### src/rtl/mem_port_arbiter_pkg.sv
// Shared types and defaults for the unified memory-port arbiter.
package mem_port_arbiter_pkg;

  typedef enum logic {
    MEM_SRC_INSTR = 1'b0,
    MEM_SRC_DATA  = 1'b1
  } mem_src_e;

  localparam int unsigned MEM_MAX_OUTSTANDING = 2;
  localparam int unsigned MEM_MAX_DATA_STREAK = 4;

endpackage

### src/rtl/mem_port_arbiter_tag_fifo.sv
// In-order FIFO of source tags for granted-but-unanswered memory transactions.
module mem_tag_fifo
  import mem_port_arbiter_pkg::*;
#(
  parameter int unsigned DEPTH = MEM_MAX_OUTSTANDING,
  localparam int unsigned CW   = $clog2(DEPTH + 1)
) (
  input  logic          clk_i,
  input  logic          rst_ni,
  input  logic          push_i,
  input  mem_src_e      src_i,
  input  logic          pop_i,
  output mem_src_e      head_o,
  output logic          full_o,
  output logic          empty_o,
  output logic [CW-1:0] count_o
);

  localparam int unsigned AW = (DEPTH > 1) ? $clog2(DEPTH) : 1;
  localparam int unsigned PW = AW + 1;

  mem_src_e        tags_q [2**AW];
  logic [PW-1:0]   wrPtr_q, rdPtr_q;
  logic [PW-1:0]   wrPtr_d, rdPtr_d;
  logic [PW-1:0]   fill;

  // Pointers carry one extra wrap bit so their difference is the fill level.
  assign wrPtr_d = push_i ? wrPtr_q + 1'b1 : wrPtr_q;
  assign rdPtr_d = pop_i  ? rdPtr_q + 1'b1 : rdPtr_q;

  always_ff @(posedge clk_i or negedge rst_ni) begin
    if (!rst_ni) begin
      wrPtr_q <= '0;
      rdPtr_q <= '0;
    end else begin
      wrPtr_q <= wrPtr_d;
      rdPtr_q <= rdPtr_d;
    end
  end

  always_ff @(posedge clk_i) begin
    if (push_i) tags_q[wrPtr_q[AW-1:0]] <= src_i;
  end

  assign fill    = wrPtr_q - rdPtr_q;
  assign count_o = CW'(fill);
  assign empty_o = (wrPtr_q == rdPtr_q);
  assign full_o  = (fill == PW'(DEPTH));
  assign head_o  = tags_q[rdPtr_q[AW-1:0]];

endmodule

### src/rtl/mem_port_arbiter.sv
// Shares one memory port between fetch and data, data-first with a fetch anti-starvation limit.
module mem_port_arbiter
  import mem_port_arbiter_pkg::*;
#(
  parameter int unsigned MAX_OUTSTANDING = MEM_MAX_OUTSTANDING,
  parameter int unsigned MAX_DATA_STREAK = MEM_MAX_DATA_STREAK
) (
  input  logic        clk_i,
  input  logic        rst_ni,
  input  logic        instr_req_i,
  input  logic [31:0] instr_addr_i,
  output logic        instr_gnt_o,
  output logic        instr_rvalid_o,
  output logic [31:0] instr_rdata_o,
  input  logic        data_req_i,
  input  logic [31:0] data_addr_i,
  input  logic        data_we_i,
  input  logic [3:0]  data_be_i,
  input  logic [31:0] data_wdata_i,
  output logic        data_gnt_o,
  output logic        data_rvalid_o,
  output logic [31:0] data_rdata_o,
  output logic        mem_req_o,
  output logic [31:0] mem_addr_o,
  output logic        mem_we_o,
  output logic [3:0]  mem_be_o,
  output logic [31:0] mem_wdata_o,
  input  logic        mem_gnt_i,
  input  logic        mem_rvalid_i,
  input  logic [31:0] mem_rdata_i,
  output logic [$clog2(MAX_OUTSTANDING+1)-1:0] outstanding_o,
  output logic        protocol_err_o
);

  localparam int unsigned SW = $clog2(MAX_DATA_STREAK + 1);

  mem_src_e      winner, headSrc;
  mem_src_e      lockedSrc_q, lockedSrc_d;
  logic          locked_q, locked_d;
  logic [SW-1:0] streak_q, streak_d;
  logic          protocolErr_q, protocolErr_d;
  logic          handshake, respValid, fifoFull, fifoEmpty;

  // A stalled request keeps its winner so the memory sees stable fields.
  always_comb begin
    winner = MEM_SRC_INSTR;
    if (locked_q)
      winner = lockedSrc_q;
    else if (instr_req_i && data_req_i && streak_q == SW'(MAX_DATA_STREAK))
      winner = MEM_SRC_INSTR;
    else if (data_req_i)
      winner = MEM_SRC_DATA;
  end

  assign mem_req_o = (instr_req_i | data_req_i) & ~fifoFull;
  assign handshake = mem_req_o & mem_gnt_i;

  always_comb begin
    mem_addr_o  = '0;
    mem_we_o    = 1'b0;
    mem_be_o    = '0;
    mem_wdata_o = '0;
    if (mem_req_o && winner == MEM_SRC_DATA) begin
      mem_addr_o  = data_addr_i;
      mem_we_o    = data_we_i;
      mem_be_o    = data_be_i;
      mem_wdata_o = data_wdata_i;
    end else if (mem_req_o) begin
      mem_addr_o  = instr_addr_i;
      mem_be_o    = 4'hF;
    end
  end

  assign instr_gnt_o = handshake & (winner == MEM_SRC_INSTR);
  assign data_gnt_o  = handshake & (winner == MEM_SRC_DATA);

  // Responses with nothing in flight are dropped and flagged instead of routed.
  assign respValid      = mem_rvalid_i & ~fifoEmpty;
  assign instr_rvalid_o = respValid & (headSrc == MEM_SRC_INSTR);
  assign data_rvalid_o  = respValid & (headSrc == MEM_SRC_DATA);
  assign instr_rdata_o  = mem_rdata_i;
  assign data_rdata_o   = mem_rdata_i;
  assign protocol_err_o = protocolErr_q;

  mem_tag_fifo #(.DEPTH(MAX_OUTSTANDING)) u_tag_fifo (
    .clk_i   (clk_i),
    .rst_ni  (rst_ni),
    .push_i  (handshake),
    .src_i   (winner),
    .pop_i   (respValid),
    .head_o  (headSrc),
    .full_o  (fifoFull),
    .empty_o (fifoEmpty),
    .count_o (outstanding_o)
  );

  always_comb begin
    locked_d      = locked_q;
    lockedSrc_d   = lockedSrc_q;
    streak_d      = streak_q;
    protocolErr_d = protocolErr_q | (mem_rvalid_i & fifoEmpty);
    if (handshake) begin
      locked_d = 1'b0;
    end else if (mem_req_o) begin
      locked_d    = 1'b1;
      lockedSrc_d = winner;
    end
    if (!instr_req_i || instr_gnt_o)
      streak_d = '0;
    else if (data_gnt_o && streak_q != SW'(MAX_DATA_STREAK))
      streak_d = streak_q + 1'b1;
  end

  always_ff @(posedge clk_i or negedge rst_ni) begin
    if (!rst_ni) begin
      locked_q      <= 1'b0;
      lockedSrc_q   <= MEM_SRC_INSTR;
      streak_q      <= '0;
      protocolErr_q <= 1'b0;
    end else begin
      locked_q      <= locked_d;
      lockedSrc_q   <= lockedSrc_d;
      streak_q      <= streak_d;
      protocolErr_q <= protocolErr_d;
    end
  end

endmodule

### config.mk
export PLATFORM = sky130hd
export DESIGN_NAME = mem_port_arbiter
export DESIGN_NICKNAME = d
export VERILOG_FILES = /design/src/rtl/mem_port_arbiter_pkg.sv /design/src/rtl/mem_port_arbiter_tag_fifo.sv /design/src/rtl/mem_port_arbiter.sv
export SDC_FILE = /design/constraint.sdc
export NUM_CORES = 1
export LEC_CHECK = 0
export CAP_MARGIN = 20
export CELL_PAD_IN_SITES_DETAIL_PLACEMENT = 1
export CELL_PAD_IN_SITES_GLOBAL_PLACEMENT = 1
export CORE_AREA = 2 2 108 110
export DETAILED_ROUTE_END_ITERATION = 16
export DIE_AREA = 0 0 110 112
export DONT_BUFFER_PORTS = 1
export PLACE_DENSITY = 0.4
export REMOVE_ABC_BUFFERS = 1
export SLEW_MARGIN = 40
export SYNTH_ARGS = -nofsm -noshare
export SYNTH_HDL_FRONTEND = slang
export SYNTH_SLANG_ARGS = --single-unit
### constraint.sdc
create_clock -name clk_i -period 2.16 [get_ports clk_i]
set_input_delay 0.324 -clock clk_i [delete_from_list [all_inputs] [get_ports clk_i]]
set_output_delay 0.324 -clock clk_i [all_outputs]
set_load 0.005 [all_outputs]
==> summary.md, run 1 <==
| Metric | Value |
|---|---|
| Clock Tree Buf Depth | `2` |
| Part of the Yosys area used for sequential elements | `0.165` |
| Number of setup violations in the final report | `0` |
| Final net count | `between 300 and 400` |
| Leading cell types in the layout, fill and taps excluded | `sky130_fd_sc_hd__nand2_1 (64), sky130_fd_sc_hd__and3_4 (23), sky130_fd_sc_hd__a21oi_2 (19)` |
| I/O pin count | `280` |
| Avg Synthesized Cell Area | `about 6.7 µm²` |
| Core Util, Final | `0.217` |
| Core Rows | `39` |
| Final Power | `5060 µW` |
| Hold depth | `1` |
| CORE AREA | `~11,000 µm²` |
| Clock tree from TritonCTS | `done` |
| Fraction of final layout cells with drive strength greater than 1 | `0.479` |
| First-pass GRT wire length | `around 12,000 µm` |
| Die Width | `between 100 and 150 µm` |
| Remaining antenna violation count after routing | `0` |
| Maximum number of pins on one net before global-route repair | `73` |
| DRT iter0 DRCs | `slightly below 70` |
| Final slew viol count | `0` |
| Antenna diode count | `0` |
| Clock group share of total power | `0.069` |
| Die Y-Extent | `roughly 110 µm` |
| Comb pwr share | `0.856` |
| Via count of the routed design | `~1,800` |
| Gate count of the mapped netlist | `~280` |
| Crit path kind | `reg -> out` |
| Origin of the worst setup path | `u_tag_fifo.wrPtr_q[0]` |
| Slew @ Worst Pin | `between 500 and 600 ps` |
| Total count of hold-check failures in the final report | `0` |
| Max-cap violation count | `0` |
| Critical R2R Launch | `u_tag_fifo.wrPtr_q[0]` |
| Normalized max-slew margin | `0.643` |
| Leakage power summed over all cells | `between 0.0009 and 0.001 µW` |
| Number of warning messages in the yosys log | `0` |
| #FFs+latches synth | `12` |
| Initial core utilization | `0.168` |
| Hold Crit Start | `mem_gnt_i` |
| Total instance count after detailed placement | `350` |
| Number of cells in the finished layout apart from fillers | `379` |
| Reg power frac | `0.075` |
| Largest area contributor in the synthesized netlist | `sky130_fd_sc_hd__buf_4` |
| Global placer's final weighted congestion | `~0.71` |
| Unrepaired setup endpoints after global routing | `true` |
| Final routed wirelength across all metal layers | `between 10,000 and 15,000 µm` |
| Total DRC errors in the routed layout | `0` |
| Worst clock skew | `between 2 and 3 ps` |
| H-Tree Depth | `1` |
| Net switching fraction of the power | `0.472` |
| Post-synthesis cell type count | `33` |
| Area growth from synthesis to layout | `29.3%` |
| 1st-pass router iterations | `4` |
| CTS root buffer | `sky130_fd_sc_hd__clkbuf_16` |
| Total overflow reported by the global router | `0` |
| Fraction of synthesized cell area taken by the top area cell type | `0.256` |
| Share of the clock period used by the worst path after layout | `0.989` |
| Fmax | `~470 MHz` |
| Arrival time of the worst setup path | `1810 ps` |
| Peak supply drop | `0.598 mV` |
| P_int | `roughly 2700 µW` |
| Area enclosed by the die boundary | `approximately 12,000 µm²` |
| Startpoint kind of the worst setup timing path | `flip-flop` |
| Largest driver fanout on the critical path | `7` |
| Primary flip-flop cell chosen by synthesis mapping | `sky130_fd_sc_hd__dfrtp_1` |
| Critical path data required time | `approximately 1800 ps` |
| TritonCTS Sinks | `12` |
| Class of the most critical hold timing path | `in -> reg` |
| Share of flip-flops with an asynchronous set or reset after synthesis | `0.833` |
| Top cells by area in the synthesized netlist | `sky130_fd_sc_hd__buf_4 (26%), sky130_fd_sc_hd__nand2_1 (14%), sky130_fd_sc_hd__dfrtp_1 (13%)` |
| Net switching power figure | `~2400 µW` |
| Worst setup slack after placement | `between 30 and 40 ps` |
| Clock insertion delay at the later pin of the skew report | `roughly 240 ps` |
| Commonest non-fill, non-tap cell in the layout | `sky130_fd_sc_hd__nand2_1` |
| Per-cell routed wire length | `between 20 and 30 µm` |
| Critical Path Sink Type | `output port` |
| Routed via count divided by cell count | `between 4 and 5` |
| Combined global-route utilization of all metal layers | `0.140` |
| Run status | `finished, final reports clean` |
| Clock buffer count from CTS | `3` |
| Worst-case setup margin in the final layout | `between 20 and 25 ps` |
| Clock-pin slew of the registers on the worst-case setup and hold paths | `roughly 50 ps` |
| Number of flops mapped to enable cells by yosys | `2` |
| Post-route minimum period | `between 2000 and 2500 ps` |
| Via count of the first global-routing pass | `1,768` |
| HPWL reported at the end of detailed placement | `between 7000 and 8000 µm` |
| Input/output buffers | `0` |
| Cell area after synthesis | `roughly 1900 µm²` |
| Depth of the worst register-to-register path | `8` |
| Pwr per Cell Area | `roughly 2100 nW/µm²` |
| Number of fillers in the final layout | `about 1,300` |
| Number of antenna violations at the first check in global routing | `0` |
==> metrics by stage <==
stage,area [µm²],hold slack [ps],setup TNS (ps)
after floorplan,1290,28.4,-116990
after global placement,1570,28.7,0
after detailed placement,1570,28.7,0
after CTS,1890,188,-269
after global routing,2430,190,-2050
final,2430,184,0
==> cell usage after synthesis, types with 2 or more instances <==
master / number
sky130_fd_sc_hd__nand2_1: 68
sky130_fd_sc_hd__buf_4: 64
sky130_fd_sc_hd__a21oi_1: 36
sky130_fd_sc_hd__and3_1: 34
sky130_fd_sc_hd__clkbuf_1: 12
sky130_fd_sc_hd__nor2_1: 12
sky130_fd_sc_hd__dfrtp_1: 10
sky130_fd_sc_hd__inv_1: 5
sky130_fd_sc_hd__buf_6: 4
sky130_fd_sc_hd__xnor2_1: 4
sky130_fd_sc_hd__buf_2: 3
sky130_fd_sc_hd__ha_1: 3
sky130_fd_sc_hd__o31ai_1: 3
sky130_fd_sc_hd__edfxtp_1: 2
sky130_fd_sc_hd__inv_2: 2
sky130_fd_sc_hd__nand3_1: 2
sky130_fd_sc_hd__nand4_1: 2
==> routing by layer <==
layer,up-vias,share of wire,GRT usage
li1,771,-,-
met1,845,0.42,0.179
met2,194,0.39,0.167
met3,4,0.18,0.134
met4,4,0.00098,0.00759
met5,-,0.011,0.0924
==> power by group through the flow <==
stage,registers [µW],clock network (µW),logic [µW]
floorplan,374,0,1470
global placement,387,0,2230
detailed placement,389,0,2280
CTS,378,359,3130
global route,389,373,4690
finish,379,347,4330
==> sequential cells by signal, summed over array words and instances (netlist names) <==
name and count:
lockedSrc_q 1, protocol_err_o 1, u_tag_fifo.rdPtr_q 2, u_tag_fifo.wrPtr_q 2, streak_q 3, u_tag_fifo.tags_q 2
locked_q 1
==> cell type report <==
| type | instances | area (µm²) | share of cell area |
|---|---|---|---|
| repair buffers | 33 | 478 | 0.197 |
| multi-input cells | 180 | 1350 | 0.557 |
| well taps | 143 | 179 | 0.0737 |
| clock inverters | 1 | 3.75 | 0.00155 |
| flip-flops and latches | 12 | 310 | 0.128 |
| inverters | 7 | 28.8 | 0.0119 |
| clock buffers | 3 | 75.1 | 0.0309 |
==> timing repair <==
item,CTS,global route
hold buffers,1,0
resized for setup,23,76
gates cloned,3,7
setup endpoints to repair,72,70
hold endpoints to repair,10,0
pin swaps,8,11
setup buffers,7,7
==> logic make-up after synthesis <==
group           Yosys count  synth area share
compound gates           47             0.139
xor+xnor                  6            0.0360
fa+ha+maj                 3            0.0200
buf+inv                  90             0.326
flops                    12             0.165
mux                       1           0.00533
simple gates            123             0.308
==> worst max-delay path, stage by stage (launching register included) <==
cell and delay, ps:
sky130_fd_sc_hd__dfrtp_1 380, sky130_fd_sc_hd__inv_2 80, sky130_fd_sc_hd__ha_4 120, sky130_fd_sc_hd__xor3_1 230, sky130_fd_sc_hd__a21o_2 230, sky130_fd_sc_hd__inv_4 70
sky130_fd_sc_hd__buf_6 130, sky130_fd_sc_hd__buf_12 130, sky130_fd_sc_hd__and3_4 190
==> final timing paths <==
check | end | slack [ps]
worst min register to register | protocol_err_o | 520
worst min-delay path | lockedSrc_q | 180
worst max-delay path | mem_wdata_o[12] | 20
min in group asynchronous | locked_q | 500
max in group asynchronous | u_tag_fifo.wrPtr_q[0] | 1300
worst max register to register | streak_q[0] | 310
No activity file was read; power rests on OpenSTA's default activity.
==> run 2, diff against run 1 <==
- clock period: 2.16 -> 2 ns (I/O delays scaled with it)
==> summary.md, run 2 (same netlist as run 1, synthesis figures left out) <==
| Metric | Value |
|---|---|
| Run status | `finished, violations left` |
| Startpoint kind of the worst setup timing path | `flip-flop` |
| CORE AREA | `11,200 µm² (unchanged)` |
| Commonest non-fill, non-tap cell in the layout | `sky130_fd_sc_hd__nand2_1` |
| Slew @ Worst Pin | `539 ps (+5.40 ps)` |
| Worst clock skew | `2.55 ps (-0.253 ps)` |
| Clock-pin slew of the registers on the worst-case setup and hold paths | `50 ps (about the same)` |
| Total DRC errors in the routed layout | `0 (unchanged)` |
| Depth of the worst register-to-register path | `5 (-3)` |
| Final slew viol count | `0 (unchanged)` |
| Fmax | `roughly 500 MHz` |
| Clock Tree Buf Depth | `2 (unchanged)` |
| Unrepaired setup endpoints after global routing | `true` |
| Routed via count divided by cell count | `4.92 (+2.6%)` |
| Worst r2r dst | `u_tag_fifo.tags_q[0]` |
| Flip-flop count of the largest register after layout | `3 (unchanged)` |
| CTS root buffer | `sky130_fd_sc_hd__clkbuf_16` |
| Critical path data required time | `1700 ps (-140 ps)` |
| Area enclosed by the die boundary | `12,300 µm² (unchanged)` |
| Input/output buffers | `0 (unchanged)` |
| Fraction of final layout cells with drive strength greater than 1 | `0.593 (+0.115)` |
| Initial core utilization | `0.168 (unchanged)` |
| Area of all placed cells without fillers | `2630 µm² (+8.1%)` |
| Via count of the routed design | `1,889 (+3.9%)` |
| First-pass GRT wire length | `12,800 µm (+3.0%)` |
| Post-place instance area | `1630 µm² (+3.7%)` |
| CP max-delay cell | `sky130_fd_sc_hd__dfrtp_1` |
| Clock insertion delay at the later pin of the skew report | `240 ps (about the same)` |
| Combined global-route utilization of all metal layers | `0.145 (+0.00555)` |
| Number of setup violations in the final report | `52 (+52)` |
| Max-cap violation count | `0 (unchanged)` |
| Crit path kind | `reg -> out` |
| Global placer's final weighted congestion | `0.731 (+3.3%)` |
| Per-cell routed wire length | `26.4 µm (-2.5%)` |
| Gate family responsible for the most delay along the worst path | `flip-flops` |
| Normalized max-slew margin | `0.639 (-0.00361)` |
| Remaining antenna violation count after routing | `0 (unchanged)` |
| I/O pin count | `280 (unchanged)` |
| Clock buffer count from CTS | `3 (unchanged)` |
| Destination of the worst hold path | `lockedSrc_q` |
| Net switching fraction of the power | `0.473 (+0.000951)` |
| Clock group share of total power | `0.068 (about the same)` |
| H-Tree Depth | `1 (unchanged)` |
| Clock tree from TritonCTS | `done` |
| Hold_ws | `156 ps (-27.1 ps)` |
| Comb pwr share | `0.857 (about the same)` |
| Post-route minimum period | `~2000 ps` |
| Hold depth | `1 (unchanged)` |
| P_int | `2880 µW (+7.8%)` |
| Share of the clock period used by the worst path after layout | `1.02` |
| Reg with most FFs | `streak_q` |
| Area growth from synthesis to layout | `39.9%` |
| Total overflow reported by the global router | `0 (unchanged)` |
| Worst setup slack after placement | `-52.4 ps (-89.6 ps)` |
| Net switching power figure | `2580 µW (+8.2%)` |
| TritonCTS Sinks | `12 (unchanged)` |
| Cell chain of the critical path | `xor3_1 -> a21o_4 -> clkinv_8 -> clkbuf_16 -> and3_4` |
| DRT iter0 DRCs | `84 (+22%)` |
| Leakage power summed over all cells | `0.00103 µW (+6.9%)` |
| Die Y-Extent | `112 µm (unchanged)` |
| Reg-to-reg slack, setup | `100 ps (-210 ps)` |
| Failing checks | `negative setup slack` |
| Worst-case setup margin in the final layout | `-42.8 ps (-66.7 ps)` |
| Core Util, Final | `0.235 (+0.0177)` |
| Leading cell types in the layout, fill and taps excluded | `sky130_fd_sc_hd__nand2_1 (48), sky130_fd_sc_hd__and3_4 (33), sky130_fd_sc_hd__a21oi_2 (25)` |
| Via count of the first global-routing pass | `1,735 (-1.9%)` |
| Core Rows | `39 (unchanged)` |
| Die Width | `110 µm (unchanged)` |
| HPWL reported at the end of detailed placement | `7360 µm (+2.7%)` |
| Class of the most critical hold timing path | `in -> reg` |
| Final routed wirelength across all metal layers | `10,100 µm (-1.2%)` |
| Antenna diode count | `0 (unchanged)` |
| Peak supply drop | `0.584 mV (-2.4%)` |
| Peak per-stage delay on the critical path | `420 ps (+40 ps)` |
| Final net count | `384 (+1.3%)` |
| Hold Crit Start | `mem_gnt_i` |
| Number of antenna violations at the first check in global routing | `0 (unchanged)` |
| Arrival time of the worst setup path | `1740 ps (-70 ps)` |
| Maximum number of pins on one net before global-route repair | `33 (-55%)` |
| Critical R2R Launch | `u_tag_fifo.wrPtr_q[1]` |
| 1st-pass router iterations | `4 (unchanged)` |
| Buf/Inv on CP | `2 (-2)` |
| Largest driver fanout on the critical path | `7 (unchanged)` |
| Total count of hold-check failures in the final report | `0 (unchanged)` |
| Pwr per Cell Area | `2080 nW/µm² (-0.17%)` |
| Reg power frac | `0.075 (about the same)` |
| Critical Path Sink Type | `output port` |
-- run 2: worst max-delay path by stage --
stage | from | end | slack, ps | cells after the start
3_5_place_dp | u_tag_fifo.wrPtr_q[0] | mem_wdata_o[16] | -50 | 7
2_1_floorplan | streak_q[0] | mem_wdata_o[0] | -1820 | 6
4_1_cts | u_tag_fifo.wrPtr_q[0] | mem_wdata_o[25] | -90 | 7
3_3_place_gp | u_tag_fifo.wrPtr_q[0] | mem_wdata_o[16] | -20 | 7
5_1_grt | u_tag_fifo.wrPtr_q[0] | mem_wdata_o[12] | -120 | 7
6_report | u_tag_fifo.wrPtr_q[1] | mem_wdata_o[23] | -40 | 5
-- run 2: cell type report --
cell class              count  area (µm²)
clock inverters             1        3.75
well taps                 143         179
flip-flops and latches     12         310
multi-input cells         180        1500
fillers                  1278        8550
repair buffers             38         514
inverters                   7        41.3
clock buffers               3        75.1
-- run 2: routing by layer --
layer	global-route usage	wire, µm	vias up	share of wire
met5	0.0840	136	-	0.013
met3	0.135	1890	10	0.19
met2	0.164	4060	202	0.40
li1	-	-	787	-
met4	0.0127	26	6	0.0026
met1	0.196	4010	884	0.40
-- run 2: per-stage QoR --
| step | setup TNS [ps] | instances | total power (µW) |
|---|---|---|---|
| finish | -1100 | 384 | 5460 |
| floorplan | -127840 | 199 | 1990 |
| CTS | -4010 | 375 | 4370 |
| global placement | -106 | 356 | 3000 |
| detailed placement | -366 | 356 | 3030 |
| global route | -7030 | 384 | 5870 |
-- run 2: power by group through the flow --
stage	combinational (µW)	clock [µW]	sequential, µW
finish	4680	374	408
global route	5050	404	418
CTS	3580	386	402
detailed placement	2620	0	413
global placement	2590	0	411
floorplan	1590	0	404
-- run 2: worst reg2reg max path: cells and delay by family, from the launching register on --
| family | cells | cell delay (ps) |
|---|---|---|
| buffers and inverters | 2 | 320 |
| AND/OR/NAND/NOR | 1 | 120 |
| XOR/XNOR | 1 | 400 |
| AO/OA/AOI/OAI | 1 | 350 |
| flip-flops | 1 | 420 |
-- run 2: what timing repair did --
action,CTS,global route
hold buffers,1,0
endpoints found under the setup margin,74,72
hold endpoints to repair,10,0
gates resized for setup,52,93
pin swaps,6,69
gates cloned,3,5
setup buffers,11,4
==> run 3, diff against run 2 <==
- CORE_AREA: 2 2 108 110 -> 2 2 107 109
- DIE_AREA: 0 0 110 112 -> 0 0 109 111
- PLACE_DENSITY: 0.4 -> 0.41
- SETUP_SLACK_MARGIN: unset -> 0.3
- clock period: 2 -> 2.6 ns (I/O delays scaled with it)
==> summary.md, run 3 (same netlist as run 1, synthesis figures left out) <==
| Metric | Value |
|---|---|
| Run status | `finished, final reports clean` |
| Maximum number of pins on one net before global-route repair | `48 (+45%)` |
| Commonest non-fill, non-tap cell in the layout | `sky130_fd_sc_hd__nand2_1` |
| Largest driver fanout on the critical path | `17 (+10)` |
| Crit path kind | `reg -> out` |
| Area growth from synthesis to layout | `8.93%` |
| Depth of the worst register-to-register path | `8 (+3)` |
| Gate family responsible for the most delay along the worst path | `flip-flops` |
| Cell chain of the critical path | `inv_2 -> ha_1 -> xor3_2 -> a21o_4 -> inv_6 -> and3_1` |
| Slew @ Worst Pin | `517 ps (-22.0 ps)` |
| Final routed wirelength across all metal layers | `9900 µm (-2.3%)` |
| Worst r2r dst | `streak_q[0]` |
| Input/output buffers | `0 (unchanged)` |
| Normalized max-slew margin | `0.654 (+0.0147)` |
| Peak per-stage delay on the critical path | `390 ps (-30 ps)` |
| 1st-pass router iterations | `4 (unchanged)` |
| Arrival time of the worst setup path | `1860 ps (+120 ps)` |
| Die Y-Extent | `111 µm (-0.89%)` |
| Max-cap violation count | `0 (unchanged)` |
| Critical path data required time | `2210 ps (+510 ps)` |
| Total overflow reported by the global router | `0 (unchanged)` |
| Critical R2R Launch | `u_tag_fifo.wrPtr_q[0]` |
| Post-route minimum period | `~2200 ps` |
| Via count of the first global-routing pass | `1,707 (-1.6%)` |
| Share of the clock period used by the worst path after layout | `0.864` |
| Via count of the routed design | `1,845 (-2.3%)` |
| DRT iter0 DRCs | `58 (-31%)` |
| H-Tree Depth | `1 (unchanged)` |
| Remaining antenna violation count after routing | `0 (unchanged)` |
| First-pass GRT wire length | `12,300 µm (-3.9%)` |
| Critical Path Sink Type | `output port` |
| Number of antenna violations at the first check in global routing | `0 (unchanged)` |
| Unrepaired setup endpoints after global routing | `true` |
| Per-cell routed wire length | `26.6 µm (+0.87%)` |
| Hold_ws | `246 ps (+89.5 ps)` |
| Fmax | `roughly 450 MHz` |
| Total DRC errors in the routed layout | `0 (unchanged)` |
| Worst clock skew | `1.36 ps (-1.19 ps)` |
| Reg-to-reg slack, setup | `510 ps (+410 ps)` |
| Leakage power summed over all cells | `0.000873 µW (-15%)` |
| Clock buffer count from CTS | `3 (unchanged)` |
| Hold Crit Start | `mem_gnt_i` |
| Worst setup slack after placement | `93.5 ps (+146 ps)` |
| Number of setup violations in the final report | `0 (-100%)` |
| Combined global-route utilization of all metal layers | `0.139 (-0.00591)` |
| HPWL reported at the end of detailed placement | `7240 µm (-1.7%)` |
| TritonCTS Sinks | `12 (unchanged)` |
| Initial core utilization | `0.169 (+0.00148)` |
| Reg with most FFs | `streak_q` |
| Flip-flop count of the largest register after layout | `3 (unchanged)` |
| Leading cell types in the layout, fill and taps excluded | `sky130_fd_sc_hd__nand2_1 (68), sky130_fd_sc_hd__and3_1 (27), sky130_fd_sc_hd__a21oi_2 (25)` |
| Fraction of final layout cells with drive strength greater than 1 | `0.338 (-0.256)` |
| Post-place instance area | `1540 µm² (-5.5%)` |
| Final slew viol count | `0 (unchanged)` |
| Core Rows | `39 (unchanged)` |
| Area of all placed cells without fillers | `2040 µm² (-22%)` |
| Clock-pin slew of the registers on the worst-case setup and hold paths | `40 ps (about the same)` |
| Pwr per Cell Area | `1690 nW/µm² (-19%)` |
| CORE AREA | `11,100 µm² (-0.87%)` |
| Clock insertion delay at the later pin of the skew report | `240 ps (about the same)` |
| Origin of the worst setup path | `u_tag_fifo.wrPtr_q[0]` |
| CTS root buffer | `sky130_fd_sc_hd__clkbuf_16` |
| Buf/Inv on CP | `2 (unchanged)` |
| Hold depth | `1 (unchanged)` |
| Destination of the worst hold path | `lockedSrc_q` |
| CP Depth | `6 (+1)` |
| Clock Tree Buf Depth | `2 (unchanged)` |
| Class of the most critical hold timing path | `in -> reg` |
| Area enclosed by the die boundary | `12,100 µm² (-1.8%)` |
| Die Width | `109 µm (-0.91%)` |
| Total count of hold-check failures in the final report | `0 (unchanged)` |
| Peak supply drop | `0.910 mV (+56%)` |
| CP max-delay cell | `sky130_fd_sc_hd__dfrtp_1` |
| Routed via count divided by cell count | `4.96 (+0.82%)` |
| I/O pin count | `280 (unchanged)` |
| Global placer's final weighted congestion | `0.738 (+1.0%)` |
| Startpoint kind of the worst setup timing path | `flip-flop` |
| Final net count | `371 (-3.4%)` |
| Clock tree from TritonCTS | `done` |
| Worst-case setup margin in the final layout | `354 ps (+397 ps)` |
## run 3: final cells by class
type                       instances  area (µm²)
antenna                            1        2.50
clock buffer                       4        78.8
fill                            1310        9030
inverter                           7        38.8
multi-input combinational        181        1160
sequential                        12         312
tap                              143         179
timing repair buffer              21         243
timing repair inverter             3        26.3
## run 3: per-stage QoR
step / std cells / utilization / power (µW) / setup TNS, ps
5_1_grt: 371 / 0.184 / 3720 / 0
3_5_place_dp: 349 / 0.139 / 2090 / 0
3_3_place_gp: 349 / 0.139 / 2060 / 0
4_1_cts: 356 / 0.167 / 2960 / 0
2_1_floorplan: 199 / - / 1530 / -87870
6_report: 372 / 0.185 / 3450 / 0
## run 3: metal layers
| metal | track usage | up-vias | routed length (µm) | share of wire |
|---|---|---|---|---|
| met1 | 0.175 | 865 | 4120 | 0.42 |
| met4 | 0.0103 | 2 | 36 | 0.0036 |
| li1 | - | 764 | - | - |
| met2 | 0.178 | 204 | 3860 | 0.39 |
| met5 | 0.0402 | - | 30 | 0.0030 |
| met3 | 0.128 | 10 | 1850 | 0.19 |
## run 3: where the power goes
part | internal, µW | total [µW] | switching, µW
logic | 1140 | 2840 | 1700
clock network | 207 | 291 | 84.4
registers | 266 | 317 | 51.4
## run 3: worst max path at each step
stage / end / slack, ps
global placement: mem_wdata_o[11] / 170
CTS: mem_wdata_o[14] / 330
floorplan: mem_wdata_o[0] / -1310
detailed placement: mem_wdata_o[11] / 90
global route: mem_addr_o[19] / 270
finish: mem_wdata_o[0] / 350
## run 3: timing repair
action | in CTS | in global routing
buffers inserted | 1 | 8
endpoints found under the setup margin | 71 | 70
hold buffers | 1 | 0
endpoints found under the hold margin | 10 | 0
gates cloned | 1 | 7
gates resized for setup | 49 | 12
pin swaps | 2 | 2
